`src/rtl/bus_rr_mm_pkg.sv`:
```
// bus_rr_mm_pkg: default widths, default address map and arbiter state encoding for bus_rr_mm.
package bus_rr_mm_pkg;
    localparam int DEF_ADDR_W = 16;
    localparam int DEF_DATA_W = 64;
    localparam logic [2*DEF_ADDR_W-1:0] DEF_SLV_BASE = {16'h7000, 16'h0000};
    localparam logic [2*DEF_ADDR_W-1:0] DEF_SLV_MASK = {16'hFE00, 16'hF800};
    typedef enum logic {IDLE = 1'b0, BUSY = 1'b1} arb_state_t;
    function automatic int idx_w(int n);
        return n > 1 ? $clog2(n) : 1;
    endfunction
endpackage

```
`src/rtl/bus_rr_mm_if.sv`:
```
// bus_rr_mm_if: master-side and slave-side signals of the shared bus.
// master/slave modports are agent views; fabric is the bus itself.
interface bus_rr_mm_if #(
    parameter int N_MASTER = 2,
    parameter int N_SLAVE  = 2,
    parameter int ADDR_W   = 16,
    parameter int DATA_W   = 64
);
    logic [N_MASTER-1:0]        m_req;
    logic [N_MASTER-1:0]        m_wr;
    logic [N_MASTER*ADDR_W-1:0] m_addr;
    logic [N_MASTER*DATA_W-1:0] m_dout;
    logic [N_MASTER-1:0]        m_grant;
    logic [DATA_W-1:0]          m_din;
    logic                       m_err;
    logic [N_SLAVE-1:0]         s_sel;
    logic                       s_wr;
    logic [ADDR_W-1:0]          s_addr;
    logic [DATA_W-1:0]          s_din;
    logic [N_SLAVE*DATA_W-1:0]  s_dout;
    modport master (output m_req, m_wr, m_addr, m_dout, input m_grant, m_din, m_err);
    modport slave  (input s_sel, s_wr, s_addr, s_din, output s_dout);
    modport fabric (
        input  m_req, m_wr, m_addr, m_dout, s_dout,
        output m_grant, m_din, m_err, s_sel, s_wr, s_addr, s_din
    );
endinterface

```
`src/rtl/bus_rr_mm_rr_arbiter.sv`:
```
// rr_arbiter: registered one-hot round-robin grant; owner keeps the bus while owner_hold is high.
module rr_arbiter import bus_rr_mm_pkg::*; #(
    parameter int N = 2,
    localparam int IW = idx_w(N)
) (
    input  logic         clk,
    input  logic         reset_n,
    input  logic [N-1:0] req,
    input  logic         owner_hold,
    output logic [N-1:0] grant
);
    arb_state_t state;
    logic [IW-1:0] last_owner, nxt, j;
    logic found;
    // search starts just after the previous owner, wrapping modulo N
    always_comb begin
        nxt = last_owner;
        found = 1'b0;
        j = '0;
        for (int k = 1; k <= N; k++) begin
            j = IW'((int'(last_owner) + k) % N);
            if (!found && req[j]) begin
                nxt = j;
                found = 1'b1;
            end
        end
    end
    always_ff @(posedge clk or negedge reset_n) begin
        if (!reset_n) begin
            state <= IDLE;
            grant <= '0;
            last_owner <= IW'(N - 1);
        end else if (state == IDLE || !owner_hold) begin
            state <= found ? BUSY : IDLE;
            grant <= found ? N'(1) << nxt : '0;
            if (found) last_owner <= nxt;
        end
    end
endmodule

```
`src/rtl/bus_rr_mm.sv`:
```
// bus_rr_mm: round-robin shared bus, N_MASTER masters to N_SLAVE slaves via base/mask decode.
// Define BUS_DECERR_EN for a registered decode-error flag aligned with read data.
module bus_rr_mm import bus_rr_mm_pkg::*; #(
    parameter int N_MASTER = 2,
    parameter int N_SLAVE  = 2,
    parameter int ADDR_W   = DEF_ADDR_W,
    parameter int DATA_W   = DEF_DATA_W,
    parameter logic [N_SLAVE*ADDR_W-1:0] SLV_BASE = DEF_SLV_BASE,
    parameter logic [N_SLAVE*ADDR_W-1:0] SLV_MASK = DEF_SLV_MASK
) (
    input logic clk,
    input logic reset_n,
    bus_rr_mm_if.fabric bus
);
    logic [N_MASTER-1:0] grant;
    logic [N_SLAVE-1:0]  hit, sel, sel_q;
    logic [ADDR_W-1:0]   addr;
    logic [DATA_W-1:0]   wdata, rdata;
    logic                wr, granted;
    assign granted = |grant;
    rr_arbiter #(.N(N_MASTER)) u_arb (
        .clk        (clk),
        .reset_n    (reset_n),
        .req        (bus.m_req),
        .owner_hold (|(grant & bus.m_req)),
        .grant      (grant)
    );
    always_comb begin
        addr = '0;
        wdata = '0;
        wr = 1'b0;
        for (int i = 0; i < N_MASTER; i++) begin
            if (grant[i]) begin
                addr = bus.m_addr[i*ADDR_W +: ADDR_W];
                wdata = bus.m_dout[i*DATA_W +: DATA_W];
                wr = bus.m_wr[i];
            end
        end
    end
    for (genvar i = 0; i < N_SLAVE; i++) begin : g_dec
        assign hit[i] = (addr & SLV_MASK[i*ADDR_W +: ADDR_W]) == SLV_BASE[i*ADDR_W +: ADDR_W];
    end
    // isolate the lowest hit so overlapping regions still give a one-hot select
    assign sel = granted ? hit & (~hit + N_SLAVE'(1)) : '0;
    always_ff @(posedge clk or negedge reset_n) begin
        if (!reset_n) sel_q <= '0;
        else sel_q <= sel;
    end
    always_comb begin
        rdata = '0;
        for (int i = 0; i < N_SLAVE; i++) rdata = rdata | (sel_q[i] ? bus.s_dout[i*DATA_W +: DATA_W] : '0);
    end
`ifdef BUS_DECERR_EN
    logic err_q;
    always_ff @(posedge clk or negedge reset_n) begin
        if (!reset_n) err_q <= 1'b0;
        else err_q <= granted & ~|sel;
    end
    assign bus.m_err = err_q;
`else
    assign bus.m_err = 1'b0;
`endif
    assign bus.m_grant = grant;
    assign bus.s_sel   = sel;
    assign bus.s_wr    = wr;
    assign bus.s_addr  = addr;
    assign bus.s_din   = wdata;
    assign bus.m_din   = rdata;
endmodule

```
`src/flat_wrapper.sv`:
```
// flat-port wrapper written by rule: the top's interface ports become plain ports
module bus_rr_mm_flat import bus_rr_mm_pkg::*;
#(
    parameter int N_MASTER = 2,
    parameter int N_SLAVE  = 2,
    parameter int ADDR_W   = DEF_ADDR_W,
    parameter int DATA_W   = DEF_DATA_W,
    parameter logic [N_SLAVE*ADDR_W-1:0] SLV_BASE = DEF_SLV_BASE,
    parameter logic [N_SLAVE*ADDR_W-1:0] SLV_MASK = DEF_SLV_MASK
)
  (clk, reset_n, bus_m_req, bus_m_wr, bus_m_addr, bus_m_dout, bus_s_dout, bus_m_grant, bus_m_din, bus_m_err, bus_s_sel, bus_s_wr, bus_s_addr, bus_s_din);
  bus_rr_mm_if #(.N_MASTER(N_MASTER), .N_SLAVE(N_SLAVE), .ADDR_W(ADDR_W), .DATA_W(DATA_W)) bus_i ();
  input logic clk;
  input logic reset_n;
  input wire logic [$bits(bus_i.m_req)-1:0] bus_m_req;
  input wire logic [$bits(bus_i.m_wr)-1:0] bus_m_wr;
  input wire logic [$bits(bus_i.m_addr)-1:0] bus_m_addr;
  input wire logic [$bits(bus_i.m_dout)-1:0] bus_m_dout;
  input wire logic [$bits(bus_i.s_dout)-1:0] bus_s_dout;
  output wire logic [$bits(bus_i.m_grant)-1:0] bus_m_grant;
  output wire logic [$bits(bus_i.m_din)-1:0] bus_m_din;
  output wire logic [$bits(bus_i.m_err)-1:0] bus_m_err;
  output wire logic [$bits(bus_i.s_sel)-1:0] bus_s_sel;
  output wire logic [$bits(bus_i.s_wr)-1:0] bus_s_wr;
  output wire logic [$bits(bus_i.s_addr)-1:0] bus_s_addr;
  output wire logic [$bits(bus_i.s_din)-1:0] bus_s_din;
  assign bus_i.m_req = bus_m_req;
  assign bus_i.m_wr = bus_m_wr;
  assign bus_i.m_addr = bus_m_addr;
  assign bus_i.m_dout = bus_m_dout;
  assign bus_i.s_dout = bus_s_dout;
  assign bus_m_grant = bus_i.m_grant;
  assign bus_m_din = bus_i.m_din;
  assign bus_m_err = bus_i.m_err;
  assign bus_s_sel = bus_i.s_sel;
  assign bus_s_wr = bus_i.s_wr;
  assign bus_s_addr = bus_i.s_addr;
  assign bus_s_din = bus_i.s_din;
  bus_rr_mm #(.N_MASTER(N_MASTER), .N_SLAVE(N_SLAVE), .ADDR_W(ADDR_W), .DATA_W(DATA_W), .SLV_BASE(SLV_BASE), .SLV_MASK(SLV_MASK)) u_core (.clk(clk), .reset_n(reset_n), .bus(bus_i));
endmodule
```
`config.mk`:
```
export PLATFORM = sky130hd
export DESIGN_NAME = bus_rr_mm_flat
export DESIGN_NICKNAME = d
export VERILOG_FILES = /design/src/rtl/bus_rr_mm_pkg.sv /design/src/rtl/bus_rr_mm_if.sv /design/src/rtl/bus_rr_mm_rr_arbiter.sv /design/src/rtl/bus_rr_mm.sv /design/src/flat_wrapper.sv
export SDC_FILE = /design/constraint.sdc
export NUM_CORES = 1
export LEC_CHECK = 0
export BUFFER_PORTS_ARGS = -buffer_cell sky130_fd_sc_hd__buf_2
export CAP_MARGIN = 20
export CORE_AREA = 2 2 171 173
export DETAILED_ROUTE_END_ITERATION = 7
export DIE_AREA = 0 0 173 175
export GPL_TIMING_DRIVEN = 0
export SLEW_MARGIN = 10
export SYNTH_ARGS = -nofsm -noshare
export SYNTH_HDL_FRONTEND = slang
export SYNTH_HIERARCHICAL = 1
export SYNTH_SLANG_ARGS = --single-unit
```
`constraint.sdc`:
```
create_clock -name clk -period 1.9 [get_ports clk]
set_input_delay 0.285 -clock clk [delete_from_list [all_inputs] [get_ports clk]]
set_output_delay 0.285 -clock clk [all_outputs]
set_load 0.01 [all_outputs]
```
==> reports/metrics.csv <==
stage,metric,value,unit
outcome,outcome,"finished, violations left",
outcome,violated checks,negative setup slack,
grt,initial antenna violation count,3,
sta,setup violators final,23,
floorplanning,area of the core,28400,µm²
critical_path,Critical Path AT,1660,ps
synth,number of distinct library cells after synthesis,28,
detailed_routing,Wirelength per Cell,16.2,µm
final_layout,footprint of the multi-input gates,1530,µm²
synth,post-synthesis instance total,213,
final_layout,Layout fillers,3255,
grt,aggregate global routing overflow,0,
cts,Num Clock Sinks,6,
placement,cell area after placement,4480,µm²
pwr,leakage dissipation,0.00289,µW
grt,via count of the first global-routing pass,3925,
sta,Fmax,513,MHz
critical_path,start point of the critical path,u_core/u_arb/grant[1],
placement,worst slack at placement,-48.7,ps
floorplanning,Die W,173,µm
pwr,peak supply drop,0.000444,V
detailed_routing,residual DRC count,0,
detailed_routing,wire length after detailed routing,17.2,mm
sta,setup repair after global routing missed its margin,true,
floorplanning,starting utilization of the core area,6.29,%
worst_hold_path,number of instances on the worst hold path,3,
placement,gpl congestion,0.819,
synth,average instance area after synthesis,8.38,µm²
synth,share of synthesized area occupied by flip-flops and latches,8.48,%
final_layout,relative area change from synthesis to final layout,175,%
synth,area share of the largest cell type after synthesis,70.1,%
critical_path,nature of the critical path endpoint,output pin,
detailed_routing,via total after detailed routing,3927,
sta,min cycle time layout,1950,ps
synth,most common library cells after synthesis,"143 x sky130_fd_sc_hd__a22o_1, 15 x sky130_fd_sc_hd__buf_2, 7 x sky130_fd_sc_hd__buf_1, 6 x sky130_fd_sc_hd__clkbuf_1",
sta,Setup WS post-layout,-48.9,ps
cts,Root Driver,sky130_fd_sc_hd__clkbuf_16,
critical_path,crit path to,bus_s_addr[4],
pwr,internal portion of total power,2400,µW
synth,most common cell in the netlist,sky130_fd_sc_hd__a22o_1,
sta,setup_tns,-604,ps
sta,final hold vios,0,
pwr,register share of total power,4.5,%
final_layout,Sequential cell area,153,µm²
floorplanning,DIE AREA,30300,µm²
critical_path,slack of the worst reg-to-reg path,190,ps
critical_path,R2R cell count,6,
critical_path,end of the worst register-to-register path,u_core/u_arb/grant[1],
cts,Clock transition at path regs,40,ps
pwr,Switching Share,46.2,%
critical_path,Reg-to-Reg Start,u_core/u_arb/grant[1],
sta,final clock skew,1.78,ps
cts,maximum buffer depth of the clock tree,2,
critical_path,Setup CP Type,reg2out,
pwr,portion of total power attributed to combinational logic,87.6,%
floorplanning,Die Span Y,175,µm
floorplanning,# rows,62,
pwr,reported net switching power,2060,µW
cts,Skew-Pair Late Insertion Delay,230,ps
detailed_routing,drt first-iter violations,141,
final_layout,post-route standard cell area excluding fillers,4920,µm²
grt,global-route wire length before repair,23.6,mm
grt,overall fraction of global-route tracks in use,10.3,%
detailed_routing,first-pass iteration count of the detailed router,4,
synth,register bit total from synthesis,6,
worst_hold_path,Hold Path Class,in2reg,
synth,count of flip-flops with a built-in enable after synthesis,0,
synth,top post-synthesis cells by area,"sky130_fd_sc_hd__a22o_1 70%, sky130_fd_sc_hd__dfrtp_1 7.0%, sky130_fd_sc_hd__buf_2 4.2%",
synth,biggest area consumer among synthesized cells,sky130_fd_sc_hd__a22o_1,
synth,Synth Warn #,6,
sta,Final Slew Violations,0,
placement,HPWL after detailed placement,15.3,mm
synth,post-synth net total,507,
grt,pin count of the biggest net entering global routing,11,
critical_path,required time at the endpoint of the critical path,1620,ps
synth,"Top FF cell, synth",sky130_fd_sc_hd__dfrtp_1,
final_layout,NumNets Final,968,
flow_run,max-cap check violation count,0,
cts,CTS H-Tree Depth,1,
cts,TritonCTS Buffers,3,
floorplanning,io pins,444,
placement,count of input and output buffers,442,
final_layout,share of final-layout standard cells stronger than drive strength 1,75.0,%
detailed_routing,number of antenna-violating nets in the routed design,0,
synth,share of synthesized flip-flops with an asynchronous set or reset,100,%
detailed_routing,detailed-route vias per instance,3.71,
critical_path,crit path max fanout,10,
pwr,Clk network pwr share,7.9,%
cts,clock tree from TritonCTS,done,
sta,period utilisation layout,103,%
pwr,total power divided by cell area,907,nW/µm²
synth,total standard cell area after synthesis,1790,µm²
critical_path,Critical Path Start Type,flop,
-- critical path, stage by stage, from the launching register on --
cell	delay, ps
sky130_fd_sc_hd__dfrtp_1	390
sky130_fd_sc_hd__buf_6	150
sky130_fd_sc_hd__nor2b_4	180
sky130_fd_sc_hd__buf_12	150
sky130_fd_sc_hd__buf_8	130
sky130_fd_sc_hd__buf_8	140
sky130_fd_sc_hd__a22o_1	140
sky130_fd_sc_hd__buf_2	130
-- flip-flops by register name, summed over array words and instances (netlist names) --
name,count
u_core/sel_q,2
u_core/u_arb/grant,2
u_core/u_arb/last_owner,1
u_core/u_arb/state,1
-- layout make-up --
class,instances,area share (%)
multi-input cells,172,31.2
diodes,2,0.102
inverters,1,0.0764
repair buffers,457,48.9
flip-flops and latches,6,3.11
plain buffers,33,5.24
well taps,384,9.77
clock buffers,4,1.60
-- power groups by stage --
stage | combinational [µW] | clock (µW) | sequential, µW
2_1_floorplan | 1840 | 0 | 205
3_5_place_dp | 3340 | 0 | 215
4_1_cts | 3740 | 357 | 206
3_3_place_gp | 3320 | 0 | 214
5_1_grt | 4190 | 368 | 206
6_report | 3900 | 353 | 200
-- worst min path at each step --
stage,start,endpoint,slack [ps]
2_1_floorplan,reset_n,u_core/sel_q[0],-10
5_1_grt,bus_m_req[1],u_core/u_arb/state,340
4_1_cts,bus_m_req[0],u_core/u_arb/state,310
6_report,bus_m_req[1],u_core/u_arb/state,320
3_5_place_dp,reset_n,u_core/u_arb/grant[1],120
3_3_place_gp,reset_n,u_core/u_arb/grant[1],110
-- metal layers --
layer,vias to the layer above,share of wire [%],track usage [%]
met4,2,3.0,3.11
met3,22,9.6,2.07
met5,-,0.058,0
li1,1841,-,-
met2,308,49,18.6
met1,1754,38,12.2
-- layout by cell type (no fill, tap or decap), types with 2 or more instances in the layout --
cell type	instances
sky130_fd_sc_hd__clkbuf_1	2
sky130_fd_sc_hd__diode_2	2
sky130_fd_sc_hd__buf_6	5
sky130_fd_sc_hd__clkbuf_16	4
sky130_fd_sc_hd__buf_2	449
sky130_fd_sc_hd__a22o_4	3
sky130_fd_sc_hd__dfrtp_1	4
sky130_fd_sc_hd__a21boi_1	2
sky130_fd_sc_hd__o21ai_0	3
sky130_fd_sc_hd__buf_4	16
sky130_fd_sc_hd__nand2_1	5
sky130_fd_sc_hd__buf_12	5
sky130_fd_sc_hd__a22o_1	141
sky130_fd_sc_hd__buf_8	4
sky130_fd_sc_hd__clkbuf_2	8
-- kinds of logic (layout without fill, tap and decap cells) --
logic type             after synthesis  in the layout  share of synthesized area [%]
AO/OA/AOI/OAI                      156            156                           75.6
buffers and inverters               35            495                           10.1
flip-flops                           6              6                           8.48
multiplexers                         1              1                          0.841
other                                1              3                          0.210
AND/OR/NAND/NOR                     14             14                           4.77
-- per-stage QoR --
stage | utilization (%) | total power [µW] | std cells | hold WS (ps)
3_5_place_dp | 15.8 | 3550 | 1039 | 117
5_1_grt | 17.3 | 4760 | 1058 | 344
3_3_place_gp | 15.8 | 3530 | 1039 | 114
4_1_cts | 16.9 | 4300 | 1052 | 315
6_report | 17.3 | 4460 | 1059 | 317
2_1_floorplan | - | 2050 | 213 | -10.6
-- timing repair --
action / in CTS / in global routing
hold buffers: 1 / 0
endpoints found under the hold margin: 5 / 0
gates cloned: 0 / 1
endpoints found under the setup margin: 108 / 111
buffers inserted: 8 / 6
pin swaps: 3 / 6
gates resized for setup: 37 / 24
(Power assumes the default switching activity.)
